--- config.mk ---
export PLATFORM = sky130hd
export DESIGN_NAME = bit_serial_subtractor
export DESIGN_NICKNAME = d
export VERILOG_FILES = /design/src/rtl/bit_serial_subtractor.sv
export SDC_FILE = /design/constraint.sdc
export NUM_CORES = 1
export LEC_CHECK = 0
export BUFFER_PORTS_ARGS = -buffer_cell sky130_fd_sc_hd__buf_2
export CAP_MARGIN = 0
export CORE_MARGIN = 2
export CORE_UTILIZATION = 25
export CTS_BUF_LIST = sky130_fd_sc_hd__clkbuf_16
export DETAILED_ROUTE_END_ITERATION = 7
export GPL_TIMING_DRIVEN = 0
export HOLD_SLACK_MARGIN = 0.06
export PLACE_DENSITY_LB_ADDON = 0.05
export SETUP_SLACK_MARGIN = 0.4
export SLEW_MARGIN = 15
export SYNTH_ARGS = -nofsm -noshare
export SYNTH_HDL_FRONTEND = slang
export SYNTH_SLANG_ARGS = --single-unit
--- constraint.sdc ---
create_clock -name clk -period 2.3 [get_ports clk]
set_clock_uncertainty 0.2 [all_clocks]
set_input_delay 0.46 -clock clk [delete_from_list [all_inputs] [get_ports clk]]
set_output_delay 0.46 -clock clk [all_outputs]
set_load 0.01 [all_outputs]
--- src/rtl/bit_serial_subtractor.sv ---
// Bit-serial a - b, LSB first, using one full-subtractor cell and a registered borrow.
// Define SIGNED_OVF_EN to add the two's-complement overflow output.
module bit_serial_subtractor #(
  parameter int unsigned WIDTH = 8
) (
  input  logic             clk,
  input  logic             rst,
  input  logic             start,
  input  logic [WIDTH-1:0] a,
  input  logic [WIDTH-1:0] b,
  output logic             busy,
  output logic             done,
  output logic [WIDTH-1:0] diff,
  output logic             borrow_out
`ifdef SIGNED_OVF_EN
  ,
  output logic             overflow
`endif
);

  localparam int unsigned CW = $clog2(WIDTH + 1);

  typedef enum logic [1:0] {IDLE, SHIFT, DONE} state_t;

  state_t           state;
  logic [CW-1:0]    cnt;
  logic [WIDTH-1:0] areg;
  logic [WIDTH-1:0] breg;
  logic             bin;
  logic             a0;
  logic             b0;
  logic             d;
  logic             bout;
`ifdef SIGNED_OVF_EN
  logic             amsb;
  logic             bmsb;
`endif

  always_comb begin
    a0   = areg[0];
    b0   = breg[0];
    d    = a0 ^ b0 ^ bin;
    bout = (~a0 & b0) | (~(a0 ^ b0) & bin);
  end

  always_ff @(posedge clk or posedge rst) begin
    if (rst) begin
      state      <= IDLE;
      cnt        <= '0;
      areg       <= '0;
      breg       <= '0;
      bin        <= 1'b0;
      busy       <= 1'b0;
      done       <= 1'b0;
      diff       <= '0;
      borrow_out <= 1'b0;
`ifdef SIGNED_OVF_EN
      amsb       <= 1'b0;
      bmsb       <= 1'b0;
      overflow   <= 1'b0;
`endif
    end else begin
      case (state)
        IDLE: begin
          done <= 1'b0;
          if (start) begin
            areg  <= a;
            breg  <= b;
            bin   <= 1'b0;
            cnt   <= '0;
            busy  <= 1'b1;
            state <= SHIFT;
`ifdef SIGNED_OVF_EN
            amsb  <= a[WIDTH-1];
            bmsb  <= b[WIDTH-1];
`endif
          end
        end
        SHIFT: begin
          diff <= {d, diff[WIDTH-1:1]};
          areg <= areg >> 1;
          breg <= breg >> 1;
          bin  <= bout;
          cnt  <= cnt + CW'(1);
          // Last bit: the final d is the result MSB, so overflow is formed from it directly.
          if (cnt == CW'(WIDTH - 1)) begin
            state      <= DONE;
            busy       <= 1'b0;
            done       <= 1'b1;
            borrow_out <= bout;
`ifdef SIGNED_OVF_EN
            overflow   <= (amsb != bmsb) && (d != amsb);
`endif
          end
        end
        DONE: begin
          done  <= 1'b0;
          state <= IDLE;
        end
        default: begin
          state <= IDLE;
          busy  <= 1'b0;
          done  <= 1'b0;
        end
      endcase
    end
  end

endmodule

==> metrics.md, run 1 <==
| Metric | Value |
|---|---|
| Core Area | 5574 sq um |
| CTS tree | yes |
| Detailed router's first-iteration violation count | 95 |
| Reg2reg setup slack | 0.82 ns |
| Cell family with most CP delay | flip-flops |
| Worst-Margin Slew | 0.7158 ns |
| Multi-input gate area | 539.3 sq um |
| Yosys warning count | 0 |
| Status | completed |
| HP Class | in2async |
| CP Launch Point | cnt[0] |
| Final Hold Viols | 0 |
| Post-CTS sizing | 0 |
| Syn nets | 165 |
| Pre-antenna DRT Iters | 4 |
| WP data arrival | 1.48 ns |
| Max-Cap Viols | 0 |
| Setup-failing EPs final | 0 |
| Clock Pin Slew Worst Setup and Hold Paths | 0.05 ns |
| First-pass GRT wire length | 5609 um |
| Area Overhead vs Synth | 25.36% |
| Pwr dens | 1283 nW/um^2 |
| Worst stage delay on the critical path | 0.42 ns |
| Fill cell count | 598 |
| Worst Setup End Kind | register |
| Initial antenna violation count | 0 |
| DRC errors left | 0 |
| Grt ovf | 0 |
| Reg2Reg Depth | 4 |
| Clock buffer depth | 2 |
| Setup bufs post-CTS | 0 |
| Flip-flop and latch area | 850.8 sq um |
| Post-CTS Hold Buffers | 0 |
| Final Wtd Congestion | 0.7349 |
| Row count | 27 |
| Final period utilization | 64.43% |
| Total clock buffers created by CTS | 5 |
| Post-synth cell types | 28 |
| Slew headroom | 52.21% |
| Die H | 80.56 um |
| Req. time, crit path | 2.30 ns |
| CP Class | reg2reg |
| Max VDD drop | 0.3528 mV |
| Setup TNS | 0 ns |
| WP depth | 4 |
| Slowest cell on crit path | dfrtp_1 |
| Final worst slack | 0.8182 ns |
| Die Width | 80.56 um |
| Total global-route track usage | 11.99% |
| #FFs+latches synth | 34 |
| Total die area | 6489 sq um |
| Worst Setup Start Kind | register |
| Number of vias per cell | 4.688 |
| Ports | 30 |
| # diodes | 0 |
| CP Max Fanout | 5 |
| Post-route ant nets | 0 |
| Clock sinks | 34 |
| Cell Area, Synth | 1465 sq um |
| Fraction of layout cells with a size suffix above 1 | 25.97% |
| LEAKAGE | 0.8978 nW |
| Port buffer count | 29 |
| H-tree Lvls | 2 |
| Dpl ws | 0.7299 ns |
| Synth Instances | 144 |
| Fmax achieved | 674.9 MHz |
| Detailed Place HPWL | 2318 um |
| Crit path time final | 1.482 ns |
| Number of global-route vias before repair | 1216 |
| Initial Util | 26.29% |
| Post-Syn Area per Cell | 10.17 sq um |
| Worst-Skew Late Latency | 0.27 ns |
| Routed len/inst | 13.35 um |
| # nets final | 201 |
| Root buf cell | clkbuf_16 |
| Critical Path End | borrow_out |
| Crit path buf inv count | 0 |
| RSZ-0062 raised after global routing | false |
| Largest net degree at the start of global routing | 35 |
| Post-synthesis sequential area ratio | 58.07% |
| Worst r2r src | cnt[0] |
| Slew Viols, Final | 0 |
| CP cell instances | ha_1 -> and3b_1 -> and2_1 -> a21oi_1 |
| Reg2reg end | borrow_out |
| Total number of vias | 1186 |
| Final wirelength | 3378 um |
## cell type report
cell class | count | area share, %
buffer | 9 | 3.065
clock buffer | 5 | 6.812
clock inverter | 3 | 0.6131
inverter | 5 | 1.022
multi-input combinational | 96 | 29.36
sequential | 34 | 46.32
tap | 72 | 4.905
timing repair buffer | 29 | 7.902
## where the power goes
group          switching, mW  internal [mW]
registers              0.151          0.828
logic                  0.426          0.338
clock network          0.226          0.389
## worst reg2reg max path: stages (launching register included)
cell and delay (ns):
dfrtp_1 0.42, ha_1 0.25, and3b_1 0.22, and2_1 0.19
a21oi_1 0.14
## synthesized netlist by cell type
library cell / count / area (sq um)
nand2_1: 39 / 146.4
nand3_1: 1 / 5.000
nor2b_1: 1 / 6.260
o22ai_1: 3 / 18.77
o21ai_1: 4 / 20.02
and2b_1: 1 / 7.510
ha_1: 1 / 12.51
nand2b_1: 1 / 6.260
buf_2: 3 / 15.01
o21bai_1: 1 / 7.510
dfrtp_1: 34 / 850.8
clkbuf_1: 1 / 3.750
nor2_1: 3 / 11.26
a41oi_1: 1 / 8.760
and2_1: 1 / 6.260
inv_1: 4 / 15.01
buf_4: 5 / 37.54
nor2b_2: 1 / 8.760
mux2_2: 1 / 11.26
fa_1: 1 / 20.02
a31oi_1: 1 / 6.260
a21oi_1: 5 / 25.02
a22oi_1: 12 / 90.09
o21ba_2: 1 / 10.01
o21ai_0: 10 / 50.05
and3b_1: 3 / 26.28
inv_2: 1 / 3.750
a22o_1: 4 / 35.03
## through the flow
step / power [mW] / util [%] / hold slack (ns) / cell area (sq um) / std cells
after global placement: 1.740 / 30.51 / 0.2611 / 1700 / 245
after CTS: 2.404 / 32.95 / 0.1416 / 1837 / 253
final: 2.357 / 32.95 / 0.1013 / 1837 / 253
after floorplan: 1.497 / - / 0.2449 / 1465 / 144
after global routing: 2.566 / 32.95 / 0.1838 / 1837 / 253
after detailed placement: 1.769 / 30.51 / 0.2628 / 1700 / 245
## cells in the final DEF, fill, tap and decap left out, drive strengths merged, types with 2 or more instances in the layout
cell    netlist  final
a21oi         5      5
a22o          4      4
a22oi        12     12
and3b         3      3
buf           8     37
clkbuf        1      6
clkinv        0      3
dfrtp        34     34
inv           5      5
nand2        39     39
nor2          3      3
nor2b         2      2
o21ai        14     14
o22ai         3      3
## cell families after synthesis
family,synth area share (%)
AOI/OAI and AO/OA,18.53
adders and majority gates,2.220
buffers and inverters,5.123
muxes,0.7685
DFF,58.07
and+or+nand+nor,15.29
## flip-flops by register name (all words and copies together), names as in the netlist
name,cells
areg,8
bin,1
borrow_out,1
breg,8
busy,1
cnt,4
diff,8
done,1
state,2
## worst min path at each step
| stage | start | slack [ns] | endpoint |
|---|---|---|---|
| 6_report | rst | 0.10 | diff[6] |
| 5_1_grt | rst | 0.18 | diff[6] |
| 4_1_cts | rst | 0.14 | diff[4] |
| 3_5_place_dp | diff[0] | 0.26 | diff[0] |
| 3_3_place_gp | diff[0] | 0.26 | diff[0] |
| 2_1_floorplan | cnt[3] | 0.24 | cnt[3] |
## per-layer routing
metal	track usage, %	up-vias	share of wire (%)
li1	-	567	-
met1	13.07	584	44
met2	20.75	30	48
met3	4.157	5	5.0
met4	5.593	0	2.1
met5	0	-	0
Power figures use the tool's default switching activity.
==> run 2: changes to the inputs <==
==> constraint.sdc (replaced) <==
create_clock -name clk -period 1.27 [get_ports clk]
set_clock_uncertainty 0.2 [all_clocks]
set_input_delay 0.254 -clock clk [delete_from_list [all_inputs] [get_ports clk]]
set_output_delay 0.254 -clock clk [all_outputs]
set_load 0.01 [all_outputs]
==> run 2 against run 1 <==
Against the previous run: the flow now finishes with violations (negative hold slack, negative setup slack); largest power group is now combinational cells; die area is the same; sequential power grew 82%; largest cell class unchanged; maximum frequency grew 6.3%.
==> metrics.md, run 2 (synthesis results as in run 1) <==
| Metric | Value |
|---|---|
| Status | finished, violations left |
| Failing checks | negative hold slack, negative setup slack |
| Worst-Skew Late Latency | 0.27 ns |
| Root buf cell | clkbuf_16 |
| Die Width | 80.56 um |
| Pre-antenna DRT Iters | 4 |
| Ports | 30 |
| # diodes | 0 |
| Worst Setup Start Kind | register |
| Initial antenna violation count | 0 |
| Core Area | 5574 sq um |
| LEAKAGE | 1.091 nW |
| Total clock buffers created by CTS | 5 |
| Row count | 27 |
| CP Class | reg2reg |
| Crit path time final | 1.394 ns |
| Routed len/inst | 13.81 um |
| Max-Cap Viols | 0 |
| Fill cell count | 574 |
| Largest net degree at the start of global routing | 35 |
| Die H | 80.56 um |
| RSZ-0062 raised after global routing | true |
| Fmax achieved | 717.1 MHz |
| Total die area | 6489 sq um |
| # nets final | 229 |
| Final Wtd Congestion | 0.7171 |
| CP Max Fanout | 6 |
| Initial Util | 26.29% |
| Final core occ | 41.28% |
| Detailed Place HPWL | 2337 um |
| Total global-route track usage | 12.48% |
| Fraction of layout cells with a size suffix above 1 | 54.55% |
| Max VDD drop | 0.7419 mV |
| Area Overhead vs Synth | 57.05% |
| Commonest non-fill, non-tap cell in the layout | dfrtp_1 |
| WHS | -0.1983 ns |
| H-tree Lvls | 2 |
| Worst Setup End Kind | register |
| Total power | 5.380 mW |
| WP data arrival | 1.35 ns |
| Slew headroom | 47.03% |
| Post-route ant nets | 0 |
| Most frequent cells in the layout | dfrtp_1, nand2_1, buf_2 |
| Setup TNS | -1.421 ns |
| Total number of vias | 1274 |
| Detailed router's first-iteration violation count | 31 |
| Clock buffer depth | 2 |
| Biggest registers after layout | areg: 8 flops, breg: 8 flops, diff: 8 flops |
| Final wirelength | 3881 um |
| Clock sinks | 34 |
| Pwr dens | 2338 nW/um^2 |
| Grt ovf | 0 |
| DRC errors left | 0 |
| Port buffer count | 29 |
| First-pass GRT wire length | 6106 um |
| HP Class | in2async |
| Number of global-route vias before repair | 1312 |
| CTS tree | yes |
| Clock Pin Slew Worst Setup and Hold Paths | 0.05 ns |
| Slew Viols, Final | 0 |
| Worst-Margin Slew | 0.7902 ns |
| Req. time, crit path | 1.23 ns |
| Number of vias per cell | 4.534 |
| Final worst slack | -0.1244 ns |
| Setup-failing EPs final | 34 |
| Final period utilization | 109.8% |
| Final Hold Viols | 34 |
-- run 2: cell types whose count changed in the layout (fill, tap and decap cells not counted), moves of 2 or more --
cell	change
a21oi_1	-4
a21oi_2	+4
a22oi_1	-12
a22oi_2	+12
buf_2	-4
buf_4	+18
buf_6	+11
inv_1	-2
nand2_1	-9
nand2_2	+9
o21ai_0	-10
o21ai_1	+9
-- run 2: timing repair --
item,CTS,global route
setup endpoints to repair,45,79
hold endpoints to repair,39,37
pin swaps,17,19
cloned,1,2
resized for setup,36,20
buffers inserted,19,6
-- run 2: path summary, 6_finish.rpt --
kind / from / endpoint / slack (ns) / cells past startpoint
max: state[0] / borrow_out / -0.12 / 4
min: rst / state[0] / -0.20 / 2
max reg2reg: state[0] / borrow_out / -0.12 / 4
min reg2reg: diff[0] / diff[0] / 0.28 / 2
max in group asynchronous: rst / diff[0] / 0.56 / 2
min in group clk: b[7] / breg[7] / 0 / 2
-- run 2: final cells by class --
type / count / area (sq um) / share of cell area [%]
timing repair inverter: 1 / 5.005 / 0.2175
multi-input combinational: 96 / 710.7 / 30.89
inverter: 5 / 27.53 / 1.196
sequential: 34 / 852.1 / 37.03
timing repair buffer: 56 / 369.1 / 16.04
clock buffer: 5 / 125.1 / 5.438
buffer: 9 / 110.1 / 4.785
tap: 72 / 90.09 / 3.915
clock inverter: 3 / 11.26 / 0.4894
-- run 2: worst max-delay path: stages (launching register included) --
cell and delay [ns]:
dfrtp_2 0.47, and2b_2 0.27, buf_6 0.15, a21oi_1 0.15, a21oi_2 0.04
-- run 2: through the flow --
stage	area [sq um]	hold slack [ns]	instances	setup slack (ns)
2_1_floorplan	1529	-0.005196	144	-0.07759
5_1_grt	2301	-0.1552	281	-0.1693
3_3_place_gp	1764	0.2174	245	-0.1509
4_1_cts	2171	-0.06040	273	-0.1144
6_report	2301	-0.1983	281	-0.1244
3_5_place_dp	1764	0.2306	245	-0.1862
-- run 2: power by group --
group	total (mW)	switching, mW	internal [mW]	leakage (nW)
Clock	1.13	0.425	0.705	0.0663
Combinational	2.47	1.12	1.35	0.592
Sequential	1.78	0.280	1.50	0.433
Total	5.38	1.82	3.56	1.09
-- run 2: metal layers --
layer	global-route usage [%]	wire [um]	vias to the layer above
met5	0	0	-
met4	4.068	16	0
met3	3.146	155	2
met2	22.92	1999	24
met1	13.97	1709	617
li1	-	-	631
==> run 3: changes to the inputs <==
--- a/config.mk
+++ b/config.mk
@@ -9,7 +9,6 @@
 export CAP_MARGIN = 0
 export CORE_MARGIN = 2
 export CORE_UTILIZATION = 25
-export CTS_BUF_LIST = sky130_fd_sc_hd__clkbuf_16
 export DETAILED_ROUTE_END_ITERATION = 7
 export GPL_TIMING_DRIVEN = 0
 export HOLD_SLACK_MARGIN = 0.06
==> run 3 against run 2 <==
Against the previous run: the run still ends with negative hold slack, negative setup slack left; sequential power about the same; maximum frequency up 1.8%; count of clock-buffer cells in the layout up 3; global-route usage about the same; final cell count up 0.71%; clock power down 17%; critical path type unchanged; critical endpoint unchanged.
==> metrics.md, run 3 (synthesis results as in run 1) <==
| Metric | Value |
|---|---|
| Status | finished, violations left |
| Failing checks | negative hold slack, negative setup slack |
| Crit path time final | 1.369 ns |
| Routed len/inst | 13.81 um |
| CP Class | reg2reg |
| Most frequent cells in the layout | dfrtp_1, buf_2, nand2_1 |
| Core Area | 5574 sq um |
| Clock sinks | 34 |
| Clock Pin Slew Worst Setup and Hold Paths | 0.07 ns |
| Setup-failing EPs final | 34 |
| Final Hold Viols | 36 |
| Total die area | 6489 sq um |
| Final core occ | 41.64% |
| Number of global-route vias before repair | 1313 |
| Slowest cell on crit path | dfrtp_2 |
| Worst stage delay on the critical path | 0.48 ns |
| Worst Setup Start Kind | register |
| WHS | -0.2113 ns |
| Slew Viols, Final | 0 |
| Reg2Reg Depth | 4 |
| Final worst slack | -0.09912 ns |
| Final Wtd Congestion | 0.7171 |
| WP data arrival | 1.34 ns |
| Worst Setup End Kind | register |
| Slew headroom | 47.38% |
| Pwr dens | 2242 nW/um^2 |
| Area Overhead vs Synth | 58.41% |
| Placed cells | 245 |
| DRC errors left | 0 |
| # diodes | 0 |
| CP Max Fanout | 10 |
| Row count | 27 |
| Total number of vias | 1269 |
| Post-route ant nets | 0 |
| Number of vias per cell | 4.484 |
| Final wirelength | 3909 um |
| Initial antenna violation count | 0 |
| Die Width | 80.56 um |
| Fill cell count | 572 |
| Biggest registers after layout | areg: 8 flops, breg: 8 flops, diff: 8 flops |
| Req. time, crit path | 1.24 ns |
| Final Non-Filler Cells | 283 |
| Detailed router's first-iteration violation count | 24 |
| Final period utilization | 107.8% |
| Worst-Skew Late Latency | 0.28 ns |
| Root buf cell | clkbuf_8 |
| LEAKAGE | 1.126 nW |
| Total clock buffers created by CTS | 5 |
| Worst-Margin Slew | 0.7850 ns |
| First-pass GRT wire length | 6065 um |
| Total global-route track usage | 12.46% |
| Pre-antenna DRT Iters | 4 |
| CP cell instances | and2b_1 -> buf_6 -> a21oi_1 -> a21oi_2 |
| Port buffer count | 29 |
| Max VDD drop | 0.5986 mV |
| # nets final | 231 |
| Commonest non-fill, non-tap cell in the layout | dfrtp_1 |
| Clock buffer depth | 2 |
| Fraction of layout cells with a size suffix above 1 | 56.40% |
| Ports | 30 |
| H-tree Lvls | 2 |
| Initial Util | 26.29% |
| Detailed Place HPWL | 2337 um |
| RSZ-0062 raised after global routing | true |
| Grt ovf | 0 |
| HP Class | in2async |
| Largest net degree at the start of global routing | 35 |
| Fmax achieved | 730.4 MHz |
| Die H | 80.56 um |
| Max-Cap Viols | 0 |
| CTS tree | yes |
## run 3: metal layers
| metal | wire [um] | part of all wire (%) | vias up | GRT usage (%) |
|---|---|---|---|---|
| met5 | 0 | 0 | - | 0 |
| li1 | - | - | 628 | - |
| met1 | 1714 | 44 | 605 | 13.75 |
| met3 | 172 | 4.4 | 7 | 3.483 |
| met2 | 1964 | 50 | 29 | 22.58 |
| met4 | 57 | 1.5 | 0 | 4.576 |
## run 3: final timing paths
path | start | end | slack [ns]
hold reg to reg | areg[1] | areg[1] | 0.31
setup / recovery | state[0] | borrow_out | -0.1
min in group clk | b[7] | breg[7] | -0.01
hold / removal | rst | areg[1] | -0.21
setup reg to reg | state[0] | borrow_out | -0.1
max in group asynchronous | rst | diff[1] | 0.58
## run 3: through the flow
step / setup TNS, ns / setup WS [ns] / instance area [sq um] / total power, mW
2_1_floorplan: -0.4535 / -0.07759 / 1529 / 2.861
3_3_place_gp: -2.940 / -0.1509 / 1764 / 3.300
3_5_place_dp: -3.225 / -0.1862 / 1764 / 3.354
4_1_cts: -2.282 / -0.1153 / 2133 / 4.835
5_1_grt: -3.923 / -0.1605 / 2321 / 5.579
6_report: -2.184 / -0.09912 / 2321 / 5.204
## run 3: power by group
part | internal [mW] | switching, mW
Sequential | 1.50 | 0.268
Clock | 0.548 | 0.393
Combinational | 1.38 | 1.12
## run 3: timing repair
action	in CTS	in global routing
cloned	1	3
gates resized for setup	26	29
pin swaps	12	26
setup endpoints to repair	45	78
hold endpoints to repair	45	42
buffers inserted	20	6
## run 3: layout make-up
type,count,area (sq um),share of cell area [%]
repair buffers,58,419.2,18.06
inverters,5,25.02,1.078
clock buffers,8,110.1,4.744
well taps,72,90.09,3.881
plain buffers,9,106.4,4.582
repair inverters,1,5.005,0.2156
multi-input cells,96,713.2,30.73
flip-flops and latches,34,852.1,36.71
## run 3: critical path: cells and delay by family, from the launching register on
family                 cells  cell delay (ns)
AOI/OAI and AO/OA          2             0.20
buffers and inverters      1             0.15
DFF                        1             0.48
and+or+nand+nor            1             0.22
